### src/rtl/sprite_rom_arbiter.sv
// -----------------------------------------------------------------------------
// sprite_rom_arbiter
//   Shares one synchronous sprite ROM between two pixel-fetch requesters.
//   Port 0 is the character sprite renderer and port 1 is the
//   background/platform renderer. At most one ROM read is granted per cycle.
//   Reads are pipelined, and each returned word is tagged back to the port
//   that issued it.
//
//   Compile-time option:
//     SPRITE_ARB_CHAR_PRIORITY_EN
//       Defined:   port 0 wins ties, except after port 1 has lost
//                  STARVE_LIMIT times in a row.
//       Undefined: pure round-robin on ties.
//
// Ports
//   sys_clk            system clock
//   sys_rst            synchronous reset, active-high
//   req0/addr0         port 0 read request and address, held until ack0
//   ack0               port 0 request accepted this cycle (combinational)
//   rvalid0/rdata0     port 0 read return, one-cycle pulse; data holds between pulses
//   req1/addr1/ack1/rvalid1/rdata1   same for port 1
//   rom_en/rom_addr    registered ROM read strobe and address
//   rom_data           ROM output, valid ROM_LATENCY cycles after rom_en
// -----------------------------------------------------------------------------
module sprite_rom_arbiter #(
    parameter int ADDR_WIDTH   = 12,
    parameter int DATA_WIDTH   = 12,
    parameter int ROM_LATENCY  = 2,
    parameter int STARVE_LIMIT = 4
) (
    input  logic                  sys_clk,
    input  logic                  sys_rst,
    input  logic                  req0,
    input  logic [ADDR_WIDTH-1:0] addr0,
    output logic                  ack0,
    output logic                  rvalid0,
    output logic [DATA_WIDTH-1:0] rdata0,
    input  logic                  req1,
    input  logic [ADDR_WIDTH-1:0] addr1,
    output logic                  ack1,
    output logic                  rvalid1,
    output logic [DATA_WIDTH-1:0] rdata1,
    output logic                  rom_en,
    output logic [ADDR_WIDTH-1:0] rom_addr,
    input  logic [DATA_WIDTH-1:0] rom_data
);

    // rom_en/rom_port_r act as the issue stage. The tag line then follows the
    // read through the ROM latency plus the rom_data capture register.
    localparam int TAG_DEPTH = ROM_LATENCY + 1;

    if (ROM_LATENCY < 1 || ROM_LATENCY > 4 || STARVE_LIMIT < 1) begin : g_param_check
        $error("sprite_rom_arbiter: ROM_LATENCY must be 1..4 and STARVE_LIMIT >= 1");
    end

    logic                  tie_to_1_s;
    logic                  rom_port_r;
    logic [TAG_DEPTH-1:0]  tag_valid_r;
    logic [TAG_DEPTH-1:0]  tag_port_r;
    logic [DATA_WIDTH-1:0] rom_data_r;
    logic                  ret0_s;
    logic                  ret1_s;

`ifdef SPRITE_ARB_CHAR_PRIORITY_EN
    localparam int STARVE_W = $clog2(STARVE_LIMIT + 1);
    localparam logic [STARVE_W-1:0] STARVE_MAX = STARVE_W'(STARVE_LIMIT);

    logic [STARVE_W-1:0] starve_cnt_r;

    // Port 0 owns ties until port 1 has been starved long enough.
    always_comb begin
        tie_to_1_s = (starve_cnt_r == STARVE_MAX);
    end

    // Count consecutive port-1 losses. The count saturates at the limit.
    always_ff @(posedge sys_clk) begin
        if (sys_rst) begin
            starve_cnt_r <= {STARVE_W{1'b0}};
        end else if (ack1) begin
            starve_cnt_r <= {STARVE_W{1'b0}};
        end else if (req1 && (starve_cnt_r != STARVE_MAX)) begin
            starve_cnt_r <= starve_cnt_r + STARVE_W'(1);
        end else begin
            starve_cnt_r <= starve_cnt_r;
        end
    end
`else
    logic last_grant_r;

    // Round-robin: on a tie, the port that did not win last time wins now.
    always_comb begin
        tie_to_1_s = ~last_grant_r;
    end

    // Remember the last accepted port. Requests that are withdrawn leave it alone.
    always_ff @(posedge sys_clk) begin
        if (sys_rst) begin
            last_grant_r <= 1'b1;
        end else if (ack0) begin
            last_grant_r <= 1'b0;
        end else if (ack1) begin
            last_grant_r <= 1'b1;
        end else begin
            last_grant_r <= last_grant_r;
        end
    end
`endif

    // Same-cycle grant. The two acks are mutually exclusive and both are held low in reset.
    always_comb begin
        ack0 = 1'b0;
        ack1 = 1'b0;
        if (sys_rst) begin
            ack0 = 1'b0;
            ack1 = 1'b0;
        end else if (req0 && req1) begin
            ack0 = ~tie_to_1_s;
            ack1 = tie_to_1_s;
        end else begin
            ack0 = req0;
            ack1 = req1;
        end
    end

    // Issue stage. An accepted transfer drives the ROM strobe. rom_addr keeps its value when idle.
    always_ff @(posedge sys_clk) begin
        if (sys_rst) begin
            rom_en     <= 1'b0;
            rom_addr   <= {ADDR_WIDTH{1'b0}};
            rom_port_r <= 1'b0;
        end else if (ack0 || ack1) begin
            rom_en     <= 1'b1;
            rom_addr   <= ack1 ? addr1 : addr0;
            rom_port_r <= ack1;
        end else begin
            rom_en     <= 1'b0;
            rom_addr   <= rom_addr;
            rom_port_r <= rom_port_r;
        end
    end

    // Tag line that follows every in-flight read. Reset drops all pending reads.
    always_ff @(posedge sys_clk) begin
        if (sys_rst) begin
            tag_valid_r <= {TAG_DEPTH{1'b0}};
            tag_port_r  <= {TAG_DEPTH{1'b0}};
        end else begin
            tag_valid_r <= {tag_valid_r[TAG_DEPTH-2:0], rom_en};
            tag_port_r  <= {tag_port_r[TAG_DEPTH-2:0], rom_port_r};
        end
    end

    // Capture register for the ROM output, one cycle after its data becomes valid.
    always_ff @(posedge sys_clk) begin
        if (sys_rst) begin
            rom_data_r <= {DATA_WIDTH{1'b0}};
        end else begin
            rom_data_r <= rom_data;
        end
    end

    // Steer the returning word to its owner, using the oldest tag entry.
    always_comb begin
        ret0_s = 1'b0;
        ret1_s = 1'b0;
        if (tag_valid_r[TAG_DEPTH-1]) begin
            ret0_s = ~tag_port_r[TAG_DEPTH-1];
            ret1_s = tag_port_r[TAG_DEPTH-1];
        end else begin
            ret0_s = 1'b0;
            ret1_s = 1'b0;
        end
    end

    // Registered return ports. Read data holds between valid pulses.
    always_ff @(posedge sys_clk) begin
        if (sys_rst) begin
            rvalid0 <= 1'b0;
            rvalid1 <= 1'b0;
            rdata0  <= {DATA_WIDTH{1'b0}};
            rdata1  <= {DATA_WIDTH{1'b0}};
        end else begin
            rvalid0 <= ret0_s;
            rvalid1 <= ret1_s;
            rdata0  <= ret0_s ? rom_data_r : rdata0;
            rdata1  <= ret1_s ? rom_data_r : rdata1;
        end
    end

endmodule

### config.mk
export PLATFORM = sky130hd
export DESIGN_NAME = sprite_rom_arbiter
export DESIGN_NICKNAME = d
export VERILOG_FILES = /design/src/rtl/sprite_rom_arbiter.sv
export SDC_FILE = /design/constraint.sdc
export NUM_CORES = 1
export LEC_CHECK = 0
export CORE_AREA = 4 4 74 76
export CTS_BUF_LIST = sky130_fd_sc_hd__clkbuf_8
export CTS_CLUSTER_DIAMETER = 80
export CTS_CLUSTER_SIZE = 24
export DETAILED_ROUTE_END_ITERATION = 8
export DIE_AREA = 0 0 78 80
export HOLD_SLACK_MARGIN = 0.08
export PLACE_DENSITY = 0.8
export SLEW_MARGIN = 5
export SYNTH_ARGS = -nofsm -noshare
export SYNTH_HDL_FRONTEND = slang
export SYNTH_SLANG_ARGS = --single-unit
### constraint.sdc
create_clock -name sys_clk -period 1.5 [get_ports sys_clk]
set_clock_uncertainty 0.05 [all_clocks]
set_input_delay 0.225 -clock sys_clk [delete_from_list [all_inputs] [get_ports sys_clk]]
set_output_delay 0.225 -clock sys_clk [all_outputs]
set_load 0.05 [all_outputs]
# ---- Word level (Yosys, flattened, before mapping)
# Cells that the tools add are included.
dict set report totals {
  regBits 59
  word_cells 26
  out_inout_bits 41
}
dict set report op_classes {
  n_mux 10
  n_reduce_logical 3
  n_bitwise 2
}
# op count
set ops {}
lappend ops {{two-way mux 12 bit} 1}
lappend ops {{two-way mux 1 bit} 9}
lappend ops {{NOT 1 bit} 2}
lappend ops {{nonzero test 2 bit} 1}
lappend ops {{logical AND 1 bit} 1}
lappend ops {{logical OR 1 bit} 1}

# ---- Depth between registers and ports, before layout
# Gate-level depths: netlist (run 1).
dict set report logic_depth {
  depth_word 5
  ltp_mapped 5
  depth_no_buf 3
}

# ---- Worst setup path before layout (run 1)
# No wires, ideal clock.
dict set report synth_path {
  path_type {flip-flop to flip-flop}
  from {register last_grant_r}
  to {register rom_addr[10]}
  period_less_slack_ns 1.362
  stages_incl_launch_ff 5
  t_required_ns 1.328
  setup_time_ns 0.122
  arrival_time_ns 1.190
  slack_ns 0.138
  path_cell_list {dfxtp_1 -> nand2_2 -> and3b_4 -> buf_2 -> a221o_1}
}
dict set report synth_between {
  elab_chain_cells 4
  word_cells_on_any_way 7
  classes_between {mux: 5; bitwise: 1; reduce/logical: 1}
}
# item line_no
set synth_lines {}
lappend synth_lines {{start: declaration} 88} ;# logic last_grant_r;
lappend synth_lines {{start signal: assignment} 104} ;# last_grant_r <= last_grant_r;
lappend synth_lines {{NOT 1 bit *} 92} ;# tie_to_1_s = ~last_grant_r;
lappend synth_lines {{two-way mux 1 bit *} 116} ;# end else if (req0 && req1) begin
lappend synth_lines {{two-way mux 1 bit *} 113} ;# if (sys_rst) begin
lappend synth_lines {{named net ack1} 40} ;# output logic ack1,
lappend synth_lines {{two-way mux 12 bit / logical OR 1 bit (equally long branches)} {133, 131}}
lappend synth_lines {{end signal: assignment} 129} ;# rom_addr <= {ADDR_WIDTH{1'b0}};
lappend synth_lines {{end signal: assignment} 133} ;# rom_addr <= ack1 ? addr1 : addr0;
lappend synth_lines {{end signal: assignment} 137} ;# rom_addr <= rom_addr;
lappend synth_lines {{end: declaration} 44} ;# output logic [ADDR_WIDTH-1:0] rom_addr,
# The timed path passes the listed nets; every way through them passes the cells marked *.
# A chain may end at the register's enable or synchronous reset.

# ---- Worst setup path in the final report (run 1)
dict set report layout_path {
  from {register last_grant_r}
  to {output port ack0}
}
dict set report layout_between {
  elab_chain_cells 2
}
# item line_no
set layout_lines {}
lappend layout_lines {{two-way mux 1 bit} 116}
lappend layout_lines {{two-way mux 1 bit} 113}
lappend layout_lines {{end: declaration} 35} ;# output logic ack0,
# Every way passes these cells.

==> flow_summary.json, run 1 <==
{
  "status": "completed",
  "instances_no_fill": 379,
  "period_share_pct": 95.9,
  "hpwl_mm": 3.72,
  "core_sq_um": 4720,
  "criticalPathCategory": "reg2out",
  "slowest_delay_ns": 0.33,
  "avgSynthCellArea_sq_um": 9.60,
  "vias": 1812,
  "crit_path_end_kind": "primary output",
  "synth.top_cell.area_share_pct": 56.2,
  "path_cells": "nand2b_4 > and3b_2 > buf_12",
  "dp.cells": 362,
  "setup_violations": 0,
  "final_util_pct": 74.3,
  "die_width_um": 78,
  "cts_tree": "done",
  "ir_worst_vdd_mv": 0.561,
  "ctsRootBufferMaster": "clkbuf_8",
  "grt_pass1_vias": 1794,
  "antenna_cells": 0,
  "ff2ff_setup_slack_ns": 0.18,
  "dr.pass1.iters": 4,
  "synth_warnings": 0,
  "timing.hold.ws_ns": 0.331,
  "slew_headroom_pct": 51.2,
  "max-cap-violations": 0,
  "synthTopCellsByArea": "dfxtp_1 (56%), nand2_1 (8.8%), a2111oi_2 (6.4%)",
  "netlist_area_sq_um": 2100,
  "synth_top_family_by_area": "compound AO/OA/AOI/OAI gates",
  "drt_iter0_markers": 76,
  "synth-compound-area-share_pct": 19.9,
  "initial_utilization_pct": 44.5,
  "layout_min_cycle_time_ns": 1.44,
  "synth_seq_cells": 59,
  "muxShareOfSynthArea_pct": 0,
  "critPathLaunchType": "flop",
  "cts_max_path_buffers": 2,
  "die_h_um": 80,
  "rsz0062_at_grt": "false",
  "syn-num-nets": 259,
  "p_per_area_nw_per_um2": 1040,
  "timing.rr.end": "rom_addr[3]",
  "synth_xor_area_share_pct": 0,
  "final_hold_viol_count": 0,
  "gr-total-overflow": 0,
  "holdBufCountCts": 0,
  "worstMarginPinSlew_ns": 0.728,
  "arrival_ns": 1.16,
  "drt-total-wl_mm": 5.05,
  "numCtsBuffers": 9,
  "gp_congestion": 0.766,
  "reg2reg_depth": 4,
  "synthCells": 219,
  "cp_num_cells": 3,
  "slew_violations": 0,
  "grt_pass1_wl_mm": 8.09,
  "numPortBuffers": 80,
  "synth.distinct_cells": 22,
  "max_freq_ghz": 0.695,
  "viasPerCell": 4.78,
  "grt_max_degree": 42,
  "critPathSlowestCell": "dfxtp_2",
  "path_clk_slew_ns": 0.06,
  "critPathMaxFanout": 3,
  "grt_use_total_pct": 17.0,
  "antenna_found_initial": 0,
  "io_pins": 81,
  "cp_data_required_time_ns": 1.22,
  "syn2layout_area_growth_pct": 67.0,
  "synthSimpleGateAreaFrac_pct": 18.0,
  "p_leak_nw": 1.39,
  "drive_above_1_share_pct": 27.9,
  "insertion_delay_ns": 0.32,
  "synth-seq-area-share_pct": 56.2,
  "worstHoldPathType": "in2reg",
  "wire_per_inst_um": 13.3,
  "min_from": "sys_rst",
  "cp_top_family": "simple AND/OR/NAND/NOR gates",
  "nNetsFinal": 347,
  "ant_nets": 0,
  "drc_errors": 0,
  "synth_top_cell_by_area": "dfxtp_1",
  "h-tree-depth": 3,
  "cp-endpoint": "ack0",
  "path_buf_inv": 1,
  "clkSinkCount": 59,
  "worstReg2RegStart": "last_grant_r",
  "rows": 25,
  "synthAdderAreaFrac_pct": 0,
  "startpoint": "last_grant_r",
  "die_area_sq_um": 6240
}
Yosys cell counts (all sizes together):
master,n
a21oi,25
clkbuf,7
a2111oi,12
o21bai,1
dfxtp,59
nor2b,19
nand2,50
inv,12
and3b,2
a221o,12
o21ai,1
nand2b,3
nor2,4
and2,1
buf,10
nor3,1
where the power goes:
group,internal [mW],switching [mW]
Sequential,1.63,0.0503
Clock,0.865,0.549
Combinational,0.302,0.266
Total,2.80,0.866
layer usage:
layer	GRT usage, %	vias up	share of wire (%)
met5	0	-	0
met4	7.34	0	1.4
met3	8.47	6	11
met2	29.6	84	48
met1	17.2	807	39
li1	-	915	-
state kept, by name, summed over array words and instances (netlist names):
name          cells
last_grant_r      1
rdata1           12
rom_en            1
rom_addr         12
tag_port_r        3
rvalid0           1
rom_port_r        1
rvalid1           1
tag_valid_r       3
rom_data_r       12
rdata0           12
final cells by class:
| cell class | count | area [sq um] |
|---|---|---|
| Sequential cell | 59 | 1180 |
| Clock buffer | 15 | 206 |
| Timing Repair Buffer | 94 | 1180 |
| Inverter | 12 | 45.0 |
| Tap cell | 67 | 83.8 |
| Fill cell | 337 | 1210 |
| Multi-Input combinational cell | 131 | 811 |
| Clock inverter | 1 | 3.75 |
what timing repair did:
item / in CTS / in global routing
resized for setup: 5 / 3
gates cloned: 0 / 0
endpoints found under the setup margin: 14 / 1
setup buffers: 1 / 0
tightest hold or removal path, cell delays in order:
cell and delay [ns]:
buf_2 0.11, buf_4 0.21, nor2_1 0.11
metrics by stage:
stage	cell area, sq um	worst slack [ns]	TNS, ns	power [mW]
floorplan	2100	0.138	0	1.96
global placement	3270	-0.463	-5.74	2.27
detailed placement	3270	-0.497	-6.05	2.28
CTS	3500	0.0164	0	3.69
global route	3510	0.0171	0	3.80
finish	3510	0.0614	0	3.66
worst min path at each step:
stage / to / cells after the start
2_1_floorplan: rom_data_r[0] / 1
5_1_grt: rom_en / 3
6_report: rom_en / 3
4_1_cts: rom_en / 3
3_3_place_gp: tag_port_r[2] / 1
3_5_place_dp: tag_port_r[2] / 1
cell usage in the layout, fill, tap and decap left out:
master / instances
dfxtp_1: 58
nand2_1: 49
clkdlybuf4s50_1: 36
buf_12: 30
a21oi_1: 25
buf_4: 23
nor2b_1: 19
clkbuf_8: 15
inv_1: 13
a221o_1: 12
a2111oi_2: 9
nor2_1: 3
a2111oi_0: 3
nand2b_1: 2
dlygate4sd2_1: 2
buf_6: 2
nand2_2: 1
and3b_4: 1
nand2b_4: 1
and3b_2: 1
and2_1: 1
nor3_2: 1
nor2_2: 1
o21ai_0: 1
o21bai_1: 1
buf_2: 1
dfxtp_2: 1
logic make-up after synthesis:
kind of cell,count (synthesis)
AO/OA/AOI/OAI,51
flip-flops,59
buffers and inverters,29
AND/OR/NAND/NOR,80
(Power assumes the default switching activity.)
==> inputs of run 2 (changes only) <==
- ABC_AREA: default -> 1
- CORE_AREA: 4 4 74 76 -> 4 4 87 69
- DIE_AREA: 0 0 78 80 -> 0 0 91 73
- PLACE_DENSITY: 0.8 -> 0.79
==> run 2 against run 1 <==
Compared with the run above:
- synthesized cell count rose by 37%
- core utilization down 2.3 points
- first-iteration DRC count increased by 43%
- clock-buffer cell count fell by 5
- global-route usage rose by 2.1 points
- area after synthesis up 8.6%
- die area grew 6.5%
- highest routed layer unchanged
==> flow_summary.json, run 2 <==
{
  "criticalPathCategory": "in2out",
  "post-synth-top-count-cell": "nor2_1",
  "p_clk_share_pct": 41.8,
  "hold_depth": 3,
  "reg2reg_depth": 9,
  "multiInputGateArea_sq_um": 868,
  "synth.distinct_cells": 19,
  "sequentialPowerShare_pct": 40.5,
  "max_freq_ghz": 0.687,
  "cts_tree": "done",
  "drt-total-wl_mm": 6.05,
  "hpwl_mm": 4.31,
  "netlist_area_sq_um": 2280,
  "synthSimpleGateAreaFrac_pct": 32.2,
  "insertion_delay_ns": 0.33,
  "status": "completed",
  "setup_violations": 0,
  "ys_async_sr_fraction_pct": 0,
  "h-tree-depth": 3,
  "min_from": "req1",
  "p_leak_nw": 1.74,
  "arrival_ns": 1.18,
  "drc_errors": 0,
  "nNetsFinal": 435,
  "pwr-share-comb_pct": 17.7,
  "path_clk_slew_ns": 0.07,
  "finalPower_mw": 4.17,
  "placed_area_sq_um": 3460,
  "avgSynthCellArea_sq_um": 7.61,
  "wire_per_inst_um": 13.1,
  "critPathMaxFanout": 4,
  "drive_above_1_share_pct": 26.8,
  "synth_top_cell_by_area": "dfxtp_1",
  "numCtsBuffers": 9,
  "core_sq_um": 5180,
  "dr.pass1.iters": 5,
  "syn-num-nets": 340,
  "grt_pass1_vias": 2116,
  "worstReg2RegStart": "last_grant_r",
  "io_pins": 81,
  "critPathLaunchType": "input pin",
  "numPortBuffers": 80,
  "synth_seq_cells": 59,
  "antenna_found_initial": 0,
  "holdBufCountCts": 0,
  "sw_frac_of_total_pct": 25.2,
  "grt_use_total_pct": 19.1,
  "synth-seq-area-share_pct": 51.7,
  "vias": 2225,
  "cp_data_required_time_ns": 1.22,
  "yosys-top-cells-count": "nor2_1 (74), dfxtp_1 (59), nand2_1 (37)",
  "die_area_sq_um": 6640,
  "synth-compound-area-share_pct": 5.81,
  "fin_area_sq_um": 3730,
  "crit_path_end_kind": "primary output",
  "drt_iter0_markers": 109,
  "n_fill_cell": 379,
  "synth_top_family_by_area": "simple AND/OR/NAND/NOR gates",
  "synth_edf_count": 0,
  "cts_max_path_buffers": 2,
  "rows": 23,
  "synthAdderAreaFrac_pct": 0,
  "switchingPower_mw": 1.05,
  "slew_violations": 0,
  "grt_max_degree": 22,
  "worstMarginPinSlew_ns": 0.445,
  "synth.top_cell.area_share_pct": 51.7,
  "final_hold_viol_count": 0,
  "worstHoldPathType": "in2reg",
  "synthTopCellsByArea": "dfxtp_1 (52%), nor2_1 (12%), nand2_1 (6.1%)",
  "ir_worst_vdd_mv": 0.744,
  "slew_headroom_pct": 70.3,
  "layout_min_cycle_time_ns": 1.46,
  "synthCells": 300,
  "ant_nets": 0,
  "p_per_area_nw_per_um2": 1120,
  "antenna_cells": 0,
  "timing.hold.ws_ns": 0.252,
  "max-cap-violations": 0,
  "die_width_um": 91,
  "seq_area_sq_um": 1180,
  "startpoint": "sys_rst",
  "synth_warnings": 0,
  "mostFrequentLayoutCells": "nor2_1 (74), dfxtp_1 (58), nand2_1 (37), clkdlybuf4s50_1 (37), inv_1 (35)",
  "gr-total-overflow": 0,
  "initial_utilization_pct": 44.1,
  "p_int_mw": 3.12,
  "viasPerCell": 4.82,
  "period_share_pct": 97.0,
  "gp_congestion": 0.802,
  "muxShareOfSynthArea_pct": 0,
  "fin_tns_setup_ns": 0,
  "grt_pass1_wl_mm": 9.83,
  "layout_commonest_cell": "nor2_1",
  "clkSinkCount": 59,
  "die_h_um": 73,
  "ctsRootBufferMaster": "clkbuf_8",
  "final_util_pct": 72.1,
  "synth_xor_area_share_pct": 0,
  "syn2layout_area_growth_pct": 63.5,
  "ys.flop_type": "dfxtp_1"
}
run 2: changes by cell type after synthesis, sizes merged, moves of 3 or more:
| cell | before | now |
|---|---|---|
| nand2b | 3 | 0 |
| nand4 | 0 | 12 |
| nand2 | 50 | 40 |
| inv | 12 | 38 |
| nand3 | 0 | 14 |
| a2111oi | 12 | 0 |
| a21oi | 25 | 1 |
| a221o | 12 | 0 |
| o21ai | 1 | 24 |
| nor2 | 4 | 94 |
| nor2b | 19 | 0 |
run 2: timing repair:
item	in CTS	in global routing
setup buffers	2	2
pin swaps	1	1
setup endpoints to repair	2	1
resized for setup	3	2
run 2: worst paths after layout:
kind                          to  slack (ns)
setup / recovery            ack0        0.04
hold / removal      last_grant_r        0.25
setup reg to reg    rom_addr[10]        0.21
hold reg to reg   tag_valid_r[1]        0.35
run 2: area by class of cell:
| type | count | share of cell area [%] |
|---|---|---|
| clock buffer | 10 | 3.69 |
| tap | 62 | 2.08 |
| clock inverter | 6 | 2.78 |
| sequential | 59 | 31.7 |
| timing repair buffer | 101 | 32.7 |
| multi-input combinational | 186 | 23.3 |
| inverter | 38 | 3.82 |
run 2: worst max-delay path: stages:
cell and delay (ns):
clkdlybuf4s50_1 0.45, inv_2 0.15, nand3_4 0.13, inv_2 0.09, buf_12 0.13
run 2: kinds of logic after synthesis:
| family | count (synthesis) |
|---|---|
| and+or+nand+nor | 160 |
| buffers and inverters | 55 |
| AOI/OAI and AO/OA | 26 |
| DFF | 59 |
run 2: routing by layer:
| metal | GRT usage, % | share of wire (%) | routed length (um) | up-vias |
|---|---|---|---|---|
| met1 | 22.2 | 43 | 2570 | 1001 |
| met3 | 8.35 | 6.9 | 419 | 18 |
| met4 | 9.36 | 3.0 | 182 | 0 |
| met5 | 0 | 0 | 0 | - |
| li1 | - | - | - | 1112 |
| met2 | 30.4 | 48 | 2870 | 94 |
run 2: power groups by stage:
stage	registers, mW	clock network [mW]	logic (mW)
after global placement	1.72	0	0.714
after detailed placement	1.72	0	0.725
after global routing	1.70	1.83	0.793
final	1.69	1.75	0.737
after CTS	1.69	1.77	0.732
after floorplan	1.85	0	0.240
run 2: per-stage QoR:
step	setup WS (ns)	instances
finish	0.0449	462
global route	-0.00281	462
global placement	-0.101	442
floorplan	0.193	300
CTS	0.0128	460
detailed placement	-0.133	442
==> inputs of run 3 (changes only) <==
- CORE_AREA: 4 4 87 69 -> 4 4 84 66
- DIE_AREA: 0 0 91 73 -> 0 0 88 70
- PLACE_DENSITY: 0.79 -> default
- PLACE_DENSITY_LB_ADDON: default -> 0.15
- clock period: 1.5 -> 1.7 ns (I/O delays scaled with it)
==> run 3 against run 2 <==
Compared with the run above:
- power is 24% lower
- register-to-register slack better by 0.34 ns
- non-clock buffer count shrank 9
- sequential power shrank 12%
- via count fell by 7.3%
==> flow_summary.json, run 3 (same netlist as run 2, synthesis figures left out) <==
{
  "n_fill_cell": 430,
  "layout_min_cycle_time_ns": 1.63,
  "drt_iter0_markers": 132,
  "worstMarginPinSlew_ns": 0.448,
  "max-cap-violations": 0,
  "final_util_pct": 69.0,
  "wire_per_inst_um": 11.7,
  "criticalPathCategory": "in2out",
  "nNetsFinal": 426,
  "h-tree-depth": 3,
  "drt-total-wl_mm": 5.27,
  "viasPerCell": 4.58,
  "arrival_ns": 1.32,
  "crit_path_end_kind": "primary output",
  "slew_headroom_pct": 70.1,
  "fin_tns_setup_ns": 0,
  "ir_worst_vdd_mv": 0.581,
  "antenna_cells": 0,
  "mostFrequentLayoutCells": "nor2_1 (74), dfxtp_1 (59), buf_4 (49)",
  "critPathLaunchType": "input pin",
  "drc_errors": 0,
  "die_width_um": 88,
  "gp_congestion": 0.784,
  "rsz0062_at_grt": "false",
  "slew_violations": 0,
  "clkSinkCount": 59,
  "syn2layout_area_growth_pct": 43.8,
  "p_leak_nw": 1.59,
  "initial_utilization_pct": 48.0,
  "ant_nets": 0,
  "grt_pass1_vias": 1924,
  "antenna_found_initial": 0,
  "postCtsSetupBuffers": 0,
  "p_per_area_nw_per_um2": 965,
  "grt_max_degree": 26,
  "worstHoldPathType": "reg2reg",
  "path_clk_slew_ns": 0.06,
  "layout_commonest_cell": "nor2_1",
  "dr.pass1.iters": 4,
  "critPathMaxFanout": 5,
  "core_sq_um": 4760,
  "setup_violations": 0,
  "status": "completed",
  "gr-total-overflow": 0,
  "grt_pass1_wl_mm": 8.50,
  "ff2ff_setup_slack_ns": 0.55,
  "numPortBuffers": 80,
  "die_area_sq_um": 6160,
  "grt_use_total_pct": 17.8,
  "numCtsBuffers": 9,
  "period_share_pct": 95.6,
  "cp_data_required_time_ns": 1.39,
  "max_freq_ghz": 0.615,
  "cts_tree": "done",
  "vias": 2063,
  "final_hold_viol_count": 0,
  "io_pins": 81,
  "ctsRootBufferMaster": "clkbuf_8",
  "ctsResizeCount": 0,
  "die_h_um": 70,
  "drive_above_1_share_pct": 24.1,
  "insertion_delay_ns": 0.33,
  "cts_max_path_buffers": 2,
  "rows": 22,
  "holdBufCountCts": 0,
  "hpwl_mm": 3.69
}
-- run 3: cell count changes in the layout (fill, tap and decap cells not counted), sizes merged --
| cell | before | now |
|---|---|---|
| bufinv | 3 | 0 |
| clkbuf | 10 | 12 |
| dlygate4sd2 | 1 | 0 |
| buf | 62 | 53 |
| dlymetal6s2s | 1 | 0 |
| clkdlybuf4s50 | 37 | 39 |
-- run 3: per-layer routing --
layer  GRT usage (%)  share of wire, %  up-vias
li1                -                 -     1097
met1            21.7                45      911
met2            28.1                47       51
met3            7.90               7.1        4
met4            5.62              0.66        0
met5               0                 0        -
-- run 3: path summary, 6_finish.rpt --
check | from | endpoint | cells after the start
worst min register to register | tag_valid_r[0] | tag_valid_r[1] | 2
worst max-delay path | sys_rst | ack1 | 5
worst max register to register | last_grant_r | rom_addr[1] | 7
worst min-delay path | tag_valid_r[0] | tag_valid_r[1] | 2
-- run 3: power breakdown --
part / leakage, nW / internal (mW) / switching [mW]
Clock: 0.0994 / 0.629 / 0.502
Sequential: 0.483 / 1.45 / 0.0305
Combinational: 1.01 / 0.231 / 0.331
Total: 1.59 / 2.31 / 0.864
-- run 3: critical path: stages --
cell	delay, ns
clkdlybuf4s50_1	0.44
inv_2	0.16
nand3_4	0.15
inv_1	0.16
buf_12	0.15
-- run 3: cell type report --
| type | count | area, sq um | share of cell area, % |
|---|---|---|---|
| repair buffers | 92 | 838 | 25.5 |
| multi-input cells | 186 | 868 | 26.4 |
| inverters | 38 | 143 | 4.34 |
| clock inverters | 3 | 13.8 | 0.419 |
| flip-flops and latches | 59 | 1180 | 36.0 |
| clock buffers | 12 | 165 | 5.03 |
| well taps | 60 | 75.1 | 2.29 |
-- run 3: through the flow --
step                      total power [mW]  hold WS (ns)  setup slack (ns)  cells  area (sq um)
after detailed placement              2.07         0.342            0.0798    435          3110
final                                 3.17         0.356            0.0745    450          3280
after floorplan                       1.85         0.277             0.363    300          2280
after global routing                  3.32         0.376            0.0394    450          3280
after CTS                             3.20         0.355            0.0812    450          3280
after global placement                2.06         0.340            0.0914    435          3110
